`src/rtl/hi_sim_bpsk_tx_pkg.sv`:
```
`default_nettype none
// ============================================================================
// Module : hi_sim_bpsk_tx_pkg
// Brief  : Shared state encoding and default divider constants for the
//          tag-side BPSK load-modulation transmitter.
// Rev    : 1.0  initial release
// ============================================================================
package hi_sim_bpsk_tx_pkg;

  // Default dividers, all in fc (13.56 MHz) cycles.
  localparam int unsigned SUB_DIV_DEF   = 16;  // subcarrier period
  localparam int unsigned SUB_PER_B_DEF = 8;   // subcarrier periods per bit
  localparam int unsigned SSP_DIV_DEF   = 16;  // ssp_clk period
  localparam int unsigned BYTE_BITS     = 8;

  typedef enum logic [1:0] {
    ST_IDLE  = 2'd0,
    ST_FETCH = 2'd1,
    ST_SEND  = 2'd2
  } tx_state_t;

endpackage : hi_sim_bpsk_tx_pkg
`default_nettype wire

```
`src/rtl/hi_sim_bpsk_tx_if.sv`:
```
`default_nettype none
// ============================================================================
// Module : hi_sim_bpsk_tx_if
// Brief  : Bundle of the transmitter's control, SSP and modulation signals.
//          master = transmitter (SSP clock master), slave = ARM / host side.
// Rev    : 1.0  initial release
// ============================================================================
interface hi_sim_bpsk_tx_if;
  logic enable;
  logic ssp_dout;
  logic ssp_clk;
  logic ssp_frame;
  logic ssp_din;
  logic mod_out;
  logic tx_active;
  logic underrun;
  logic dbg;

  modport master (
    input  enable, ssp_dout,
    output ssp_clk, ssp_frame, ssp_din, mod_out, tx_active, underrun, dbg
  );

  modport slave (
    output enable, ssp_dout,
    input  ssp_clk, ssp_frame, ssp_din, mod_out, tx_active, underrun, dbg
  );
endinterface : hi_sim_bpsk_tx_if
`default_nettype wire

```
`src/rtl/hi_sim_bpsk_tx_ssp_byte_fetch.sv`:
```
`default_nettype none
// ============================================================================
// Module : hi_sim_bpsk_tx_ssp_byte_fetch
// Brief  : Clocks one byte in from the ARM over SSP, MSB first. Eight slots
//          of SSP_DIV cycles; ssp_clk high for the first half of each slot,
//          ssp_frame high for slot 0, data sampled when ssp_clk falls.
//          done pulses on the last fetch cycle while rx_byte is complete.
// Rev    : 1.0  initial release
// ============================================================================
module hi_sim_bpsk_tx_ssp_byte_fetch
  import hi_sim_bpsk_tx_pkg::*;
#(
  parameter int unsigned SSP_DIV = SSP_DIV_DEF
) (
  input  logic       clk,
  input  logic       rst,
  input  logic       start,
  input  logic       abort,
  input  logic       ssp_dout,
  output logic       ssp_clk,
  output logic       ssp_frame,
  output logic [7:0] rx_byte,
  output logic       done
);

  localparam int unsigned SLOT_W = $clog2(SSP_DIV);
  localparam int unsigned CNT_W  = SLOT_W + 3;
  localparam logic [CNT_W-1:0]  CNT_LAST  = CNT_W'(BYTE_BITS * SSP_DIV - 1);
  localparam logic [SLOT_W-1:0] SAMPLE_AT = SLOT_W'(SSP_DIV / 2);

  logic             r_active;
  logic [CNT_W-1:0] r_cnt;
  logic [7:0]       r_shift;
  logic             r_ssp_clk;
  logic             r_ssp_frame;
  logic             w_active_nxt;
  logic [CNT_W-1:0] w_cnt_nxt;

  // Next fetch position; abort beats start, start beats normal completion.
  always_comb begin
    w_active_nxt = r_active;
    w_cnt_nxt    = r_cnt;
    if (abort) begin
      w_active_nxt = 1'b0;
      w_cnt_nxt    = '0;
    end else if (start) begin
      w_active_nxt = 1'b1;
      w_cnt_nxt    = '0;
    end else if (r_active) begin
      if (r_cnt == CNT_LAST) begin
        w_active_nxt = 1'b0;
        w_cnt_nxt    = '0;
      end else begin
        w_cnt_nxt = r_cnt + 1'b1;
      end
    end
  end

  // Counter, registered SSP strobes (decoded from the next position) and data shift.
  always_ff @(posedge clk) begin
    if (rst) begin
      r_active    <= 1'b0;
      r_cnt       <= '0;
      r_shift     <= '0;
      r_ssp_clk   <= 1'b0;
      r_ssp_frame <= 1'b0;
    end else begin
      r_active    <= w_active_nxt;
      r_cnt       <= w_cnt_nxt;
      r_ssp_clk   <= w_active_nxt & ~w_cnt_nxt[SLOT_W-1];
      r_ssp_frame <= w_active_nxt & (w_cnt_nxt[CNT_W-1:SLOT_W] == 3'd0);
      if (r_active && !abort && (r_cnt[SLOT_W-1:0] == SAMPLE_AT)) begin
        r_shift <= {r_shift[6:0], ssp_dout};
      end
    end
  end

  assign ssp_clk   = r_ssp_clk;
  assign ssp_frame = r_ssp_frame;
  assign rx_byte   = r_shift;
  assign done      = r_active && (r_cnt == CNT_LAST);

endmodule : hi_sim_bpsk_tx_ssp_byte_fetch
`default_nettype wire

```
`src/rtl/hi_sim_bpsk_tx.sv`:
```
`default_nettype none
// ============================================================================
// Module : hi_sim_bpsk_tx
// Brief  : Tag-side BPSK load-modulation transmitter (fc/16 subcarrier).
//          Fetches bytes from the ARM over SSP and sends them LSB first as a
//          phase-modulated subcarrier on mod_out, double-buffered so bytes
//          follow each other without a gap.
// Rev    : 1.0  initial release
// ============================================================================
module hi_sim_bpsk_tx
  import hi_sim_bpsk_tx_pkg::*;
#(
  parameter int unsigned SUB_DIV   = SUB_DIV_DEF,
  parameter int unsigned SUB_PER_B = SUB_PER_B_DEF,
  parameter int unsigned SSP_DIV   = SSP_DIV_DEF
) (
  input  logic              ck_1356meg,
  input  logic              reset,
  hi_sim_bpsk_tx_if.master  bus
);

  // bit_cnt wraps on its own, so SUB_DIV*SUB_PER_B must be a power of two.
  localparam int unsigned BIT_W   = $clog2(SUB_DIV * SUB_PER_B);
  localparam int unsigned SUB_MSB = $clog2(SUB_DIV) - 1;

  tx_state_t        r_state;
  logic [BIT_W-1:0] r_bit_cnt;
  logic [2:0]       r_byte_bit;
  logic [7:0]       r_shift;
  logic [7:0]       r_hold;
  logic             r_hold_valid;
  logic             r_mod;
  logic             r_tx_active;
  logic             r_underrun;

  logic             w_sub;
  logic             w_bit_end;
  logic             w_byte_end;
  logic             w_fetch_start;
  logic             w_fetch_abort;
  logic             w_fetch_done;
  logic [7:0]       w_fetch_byte;
  logic             w_ssp_clk;
  logic             w_ssp_frame;

  assign w_sub      = ~r_bit_cnt[SUB_MSB];
  assign w_bit_end  = (r_state == ST_SEND) && (&r_bit_cnt);
  assign w_byte_end = w_bit_end && (r_byte_bit == 3'd7);

  // A fetch starts on the edge that enters FETCH, and on every edge that
  // starts a new byte in SEND, so the look-ahead fetch runs during bit 0.
  // Dropping enable kills any fetch in progress.
  assign w_fetch_start = bus.enable &&
                         ((r_state == ST_IDLE) ||
                          ((r_state == ST_FETCH) && w_fetch_done) ||
                          (w_byte_end && r_hold_valid));
  assign w_fetch_abort = ~bus.enable;

  hi_sim_bpsk_tx_ssp_byte_fetch #(
    .SSP_DIV (SSP_DIV)
  ) u_fetch (
    .clk       (ck_1356meg),
    .rst       (reset),
    .start     (w_fetch_start),
    .abort     (w_fetch_abort),
    .ssp_dout  (bus.ssp_dout),
    .ssp_clk   (w_ssp_clk),
    .ssp_frame (w_ssp_frame),
    .rx_byte   (w_fetch_byte),
    .done      (w_fetch_done)
  );

  // Transmit FSM with bit timing, shift/holding registers and registered outputs.
  always_ff @(posedge ck_1356meg) begin
    if (reset) begin
      r_state      <= ST_IDLE;
      r_bit_cnt    <= '0;
      r_byte_bit   <= '0;
      r_shift      <= '0;
      r_hold       <= '0;
      r_hold_valid <= 1'b0;
      r_mod        <= 1'b0;
      r_tx_active  <= 1'b0;
      r_underrun   <= 1'b0;
    end else begin
      case (r_state)
        ST_IDLE: begin
          r_mod     <= 1'b0;
          r_bit_cnt <= '0;
          if (bus.enable) begin
            r_state      <= ST_FETCH;
            r_tx_active  <= 1'b1;
            r_underrun   <= 1'b0;
            r_hold_valid <= 1'b0;
            r_byte_bit   <= '0;
          end
        end

        ST_FETCH: begin
          r_mod <= 1'b0;
          if (!bus.enable) begin
            r_state     <= ST_IDLE;
            r_tx_active <= 1'b0;
          end else if (w_fetch_done) begin
            // First byte skips the holding register.
            r_state    <= ST_SEND;
            r_shift    <= w_fetch_byte;
            r_bit_cnt  <= '0;
            r_byte_bit <= '0;
          end
        end

        ST_SEND: begin
          // Bit 1 keeps the reference phase, bit 0 inverts the subcarrier.
          r_mod     <= w_sub ~^ r_shift[0];
          r_bit_cnt <= r_bit_cnt + 1'b1;
          if (w_fetch_done && bus.enable) begin
            r_hold       <= w_fetch_byte;
            r_hold_valid <= 1'b1;
          end
          if (w_byte_end) begin
            r_byte_bit <= '0;
            if (!bus.enable) begin
              // Stop request wins; any buffered byte is dropped.
              r_state      <= ST_IDLE;
              r_tx_active  <= 1'b0;
              r_hold_valid <= 1'b0;
            end else if (!r_hold_valid) begin
              r_state     <= ST_IDLE;
              r_tx_active <= 1'b0;
              r_underrun  <= 1'b1;
            end else begin
              r_shift      <= r_hold;
              r_hold_valid <= 1'b0;
            end
          end else if (w_bit_end) begin
            r_shift    <= {1'b0, r_shift[7:1]};
            r_byte_bit <= r_byte_bit + 3'd1;
          end
        end

        default: begin
          r_state     <= ST_IDLE;
          r_tx_active <= 1'b0;
          r_mod       <= 1'b0;
        end
      endcase
    end
  end

  assign bus.ssp_clk   = w_ssp_clk;
  assign bus.ssp_frame = w_ssp_frame;
  assign bus.ssp_din   = r_underrun;
  assign bus.mod_out   = r_mod;
  assign bus.tx_active = r_tx_active;
  assign bus.underrun  = r_underrun;
  assign bus.dbg       = r_shift[0];

endmodule : hi_sim_bpsk_tx
`default_nettype wire

```
`src/flat_wrapper.sv`:
```
// flat-port wrapper written by rule: the top's interface ports become plain ports
module hi_sim_bpsk_tx_flat import hi_sim_bpsk_tx_pkg::*;
#(
  parameter int unsigned SUB_DIV   = SUB_DIV_DEF,
  parameter int unsigned SUB_PER_B = SUB_PER_B_DEF,
  parameter int unsigned SSP_DIV   = SSP_DIV_DEF
)
  (ck_1356meg, reset, bus_enable, bus_ssp_dout, bus_ssp_clk, bus_ssp_frame, bus_ssp_din, bus_mod_out, bus_tx_active, bus_underrun, bus_dbg);
  hi_sim_bpsk_tx_if bus_i ();
  input  logic ck_1356meg;
  input  logic reset;
  input wire logic [$bits(bus_i.enable)-1:0] bus_enable;
  input wire logic [$bits(bus_i.ssp_dout)-1:0] bus_ssp_dout;
  output wire logic [$bits(bus_i.ssp_clk)-1:0] bus_ssp_clk;
  output wire logic [$bits(bus_i.ssp_frame)-1:0] bus_ssp_frame;
  output wire logic [$bits(bus_i.ssp_din)-1:0] bus_ssp_din;
  output wire logic [$bits(bus_i.mod_out)-1:0] bus_mod_out;
  output wire logic [$bits(bus_i.tx_active)-1:0] bus_tx_active;
  output wire logic [$bits(bus_i.underrun)-1:0] bus_underrun;
  output wire logic [$bits(bus_i.dbg)-1:0] bus_dbg;
  assign bus_i.enable = bus_enable;
  assign bus_i.ssp_dout = bus_ssp_dout;
  assign bus_ssp_clk = bus_i.ssp_clk;
  assign bus_ssp_frame = bus_i.ssp_frame;
  assign bus_ssp_din = bus_i.ssp_din;
  assign bus_mod_out = bus_i.mod_out;
  assign bus_tx_active = bus_i.tx_active;
  assign bus_underrun = bus_i.underrun;
  assign bus_dbg = bus_i.dbg;
  hi_sim_bpsk_tx #(.SUB_DIV(SUB_DIV), .SUB_PER_B(SUB_PER_B), .SSP_DIV(SSP_DIV)) u_core (.ck_1356meg(ck_1356meg), .reset(reset), .bus(bus_i));
endmodule
```
`config.mk`:
```
export PLATFORM = sky130hd
export DESIGN_NAME = hi_sim_bpsk_tx_flat
export DESIGN_NICKNAME = d
export VERILOG_FILES = /design/src/rtl/hi_sim_bpsk_tx_pkg.sv /design/src/rtl/hi_sim_bpsk_tx_if.sv /design/src/rtl/hi_sim_bpsk_tx_ssp_byte_fetch.sv /design/src/rtl/hi_sim_bpsk_tx.sv /design/src/flat_wrapper.sv
export SDC_FILE = /design/constraint.sdc
export NUM_CORES = 1
export LEC_CHECK = 0
export ABC_CLOCK_PERIOD_IN_PS = 2090
export CORE_UTILIZATION = 59
export CTS_BUF_LIST = sky130_fd_sc_hd__clkbuf_8
export DETAILED_ROUTE_END_ITERATION = 8
export DONT_BUFFER_PORTS = 1
export HOLD_SLACK_MARGIN = 0.15
export PLACE_DENSITY = 0.9
export SYNTH_ARGS = -nofsm -noshare
export SYNTH_HDL_FRONTEND = slang
export SYNTH_SLANG_ARGS = --single-unit
```
`constraint.sdc`:
```
create_clock -name ck_1356meg -period 2.09 [get_ports ck_1356meg]
set_input_delay 0.209 -clock ck_1356meg [delete_from_list [all_inputs] [get_ports ck_1356meg]]
set_output_delay 0.209 -clock ck_1356meg [all_outputs]
set_load 0.02 [all_outputs]
```
==> results.ini <==
[outcome]
status=complete, no violations

[clock_tree]
post_cts_buffers=0
clk_pin_slew_worst_paths_ns=0.09
root_buffer=clkbuf_8
cts_buffers=5
clockBufferDepth=2
tritoncts=built
cts.sinks=50
clk_latency_ns=0.30
cts_max_level=2

[power]
power_density_nw_per_um2=607.6
peakVddDrop_uv=390.6
leakage_nw=0.9897

[setup_path]
reg2reg_from=u_core.r_bit_cnt[0]$_SDFFE_PP0P_
cp_num_buf_inv=1
cp-start-kind=flop
crit_chain=ha_1 -> nand3_1 -> o31ai_1 -> a221oi_4 -> buf_12 -> nor3b_1 -> a21o_2
arrival_ns=2.22
reg2reg_depth=7
cp_data_required_time_ns=2.34
cpPeakStageDelay_ns=0.42
regToRegEndpoint=u_core.r_shift[2]$_SDFFE_PP0P_
crit_path_end_kind=flop
reg2reg_slack_ns=0.13
critical_path.max_fanout=16
critPathLaunch=u_core.r_bit_cnt[0]$_SDFFE_PP0P_
worstSetupPathType=reg2reg
cpLargestDelayFamily=compound AO/OA/AOI/OAI gates
cp_slowest_cell=o31ai_1

[global_routing]
grt_max_degree=35
antenna_found_initial=0
grt_pass1_vias=1838
track_usage=0.2570
grt.overflow.total=0
grt_pass1_wl_mm=8.466

[floorplanning]
die_h_um=66.32
start_util=0.6103
fp-row-count=23
core_um2=4000
die_area_um2=4398
io_pins=11
die_w_um=66.32

[synth]
ys.warnings.count=0
syn_nets=275
syn_inst=266
ys_ff_latch=50
synth_ff_type=dfxtp_1
yosysTopAreaCellShare=0.4100
yosysMostFrequentCell=dfxtp_1
synth-edff-count=0
yosysTopAreaCell=dfxtp_1
synthDistinctLibCells=47
async_flop_share=0
syn_area_um2=2441
synth_area_leaders=dfxtp_1, mux2i_1, nor2_1
ys_seq_area_frac=0.4100
syn-mean-instance-area_um2=9.177
synthTopCellsByCount=dfxtp_1, nor2_1, mux2i_1, nand3_1

[layout]
drive_above_1_share=0.1496
num_antenna_cells=0
layout.nets=282
syn_to_final_growth_pct=7.945

[timing]
fin_tns_setup_ns=0
rsz0062_at_grt=no
clock_skew_ns=0.008010
setup-violations-final=0
slew_headroom=0.6969
hold_viol_final=0
worst_slew_pin_slew_ns=0.4508
layout_min_cycle_time_ns=1.965
setup_ws_ns=0.1254
clock.fmax_ghz=0.5090
finalMaxSlewViolations=0
fin_crit_sh=0.9400

[routing]
drc=0
avgViaCountPerCell=6.176
vias=2001
drtIter0Drc=315
drt-total-wl_mm=5.266
drt-pass1-iter-count=4
postRouteAntennaNets=0
avgRoutedWirePerCell_um=16.25

[hold_path]
hold_path_class=in2reg
min_to=u_core.r_bit_cnt[4]$_SDFFE_PP0P_
hold_depth=2
hp-start=reset

[placed_design]
pre_cts_ws_ns=0.07392
portBuffers=0
place.gp.congestion=0.8561
place_hpwl_mm=3.385

[job]
cap_violations=0

==> placed cells by master, fill, tap and decap left out, drive strengths merged, types with 2 or more instances in the layout <==
| cell | instances |
|---|---|
| a211oi | 10 |
| a21o | 7 |
| a21oi | 10 |
| a22oi | 2 |
| a311oi | 2 |
| a31oi | 8 |
| and3 | 2 |
| and4 | 3 |
| buf | 15 |
| clkbuf | 6 |
| dfxtp | 50 |
| dlygate4sd3 | 3 |
| ha | 5 |
| inv | 8 |
| mux2i | 24 |
| nand2 | 9 |
| nand2b | 7 |
| nand3 | 13 |
| nand4 | 7 |
| nor2 | 46 |
| nor3 | 3 |
| nor3b | 7 |
| o21ai | 3 |
| o31ai | 2 |
| xnor2 | 3 |
| xor2 | 5 |
==> worst max-delay path by stage <==
| stage | cells past startpoint | slack [ns] | end |
|---|---|---|---|
| after detailed placement | 7 | 0.07 | u_core.r_shift[7]$_SDFFE_PP0P_ |
| after global placement | 7 | 0.15 | u_core.r_shift[3]$_SDFFE_PP0P_ |
| after CTS | 7 | 0.08 | u_core.r_shift[6]$_SDFFE_PP0P_ |
| after global routing | 7 | 0.01 | u_core.r_shift[7]$_SDFFE_PP0P_ |
| after floorplan | 7 | 0.07 | u_core.r_shift[4]$_SDFFE_PP0P_ |
| final | 7 | 0.13 | u_core.r_shift[2]$_SDFFE_PP0P_ |
==> worst reg2reg max path: stages, from the launching register on <==
cell,delay [ns]
dfxtp_1,0.41
ha_1,0.31
nand3_1,0.17
o31ai_1,0.42
a221oi_4,0.12
buf_12,0.18
nor3b_1,0.20
a21o_2,0.12
==> where the power goes <==
part	switching [mW]	internal [mW]	total, mW
sequential	0.00955	0.958	0.967
combinational	0.0389	0.0237	0.0626
clock	0.308	0.263	0.571
total	0.357	1.24	1.60
==> logic make-up after synthesis <==
| logic type | synth area share |
|---|---|
| buf+inv | 0.06407 |
| mux | 0.1030 |
| xor+xnor | 0.02870 |
| simple gates | 0.2086 |
| fa+ha+maj | 0.02563 |
| compound gates | 0.1599 |
| flops | 0.4100 |
==> registers in the layout, indices dropped and copies added (netlist names) <==
| name | cells |
|---|---|
| u_core.r_hold | 8 |
| u_core.r_shift | 8 |
| u_core.u_fetch.rx_byte | 8 |
| u_core.r_bit_cnt | 7 |
| u_core.u_fetch.r_cnt | 7 |
| u_core.r_byte_bit | 3 |
| u_core.r_state | 2 |
| u_core.bus.mod_out | 1 |
| u_core.bus.ssp_din | 1 |
| u_core.bus.tx_active | 1 |
| u_core.r_hold_valid | 1 |
| u_core.u_fetch.r_active | 1 |
| u_core.u_fetch.ssp_clk | 1 |
| u_core.u_fetch.ssp_frame | 1 |
==> per-stage QoR <==
stage | instance area, um2 | hold slack [ns] | util | power [mW] | instances
after floorplan | 2441 | 0.3564 | - | 1.035 | 266
after global placement | 2491 | 0.2802 | 0.6228 | 1.028 | 312
after detailed placement | 2491 | 0.2834 | 0.6228 | 1.031 | 312
after CTS | 2623 | 0.1523 | 0.6556 | 1.608 | 323
after global routing | 2635 | 0.1507 | 0.6587 | 1.661 | 324
final | 2635 | 0.1559 | 0.6587 | 1.601 | 324
==> area by class of cell <==
| class | instances | area (um2) |
|---|---|---|
| inverter | 7 | 26.28 |
| tap | 50 | 62.56 |
| fill | 306 | 1365 |
| clock buffer | 6 | 82.58 |
| sequential | 50 | 1003 |
| multi-input combinational | 191 | 1284 |
| timing repair buffer | 18 | 167.7 |
| clock inverter | 2 | 8.758 |
==> per-layer routing <==
metal	GRT usage	routed length, um	vias to the layer above
met5	0	0	-
met4	0.1223	72	0
met3	0.05690	331	8
met2	0.4260	2619	74
met1	0.3123	2243	954
li1	-	-	965
==> what timing repair did <==
item	CTS	global route
hold buffers	3	1
gates resized for setup	0	2
setup endpoints to repair	0	8
hold endpoints to repair	35	2
Note: power is estimated with default switching activity, not from simulation.
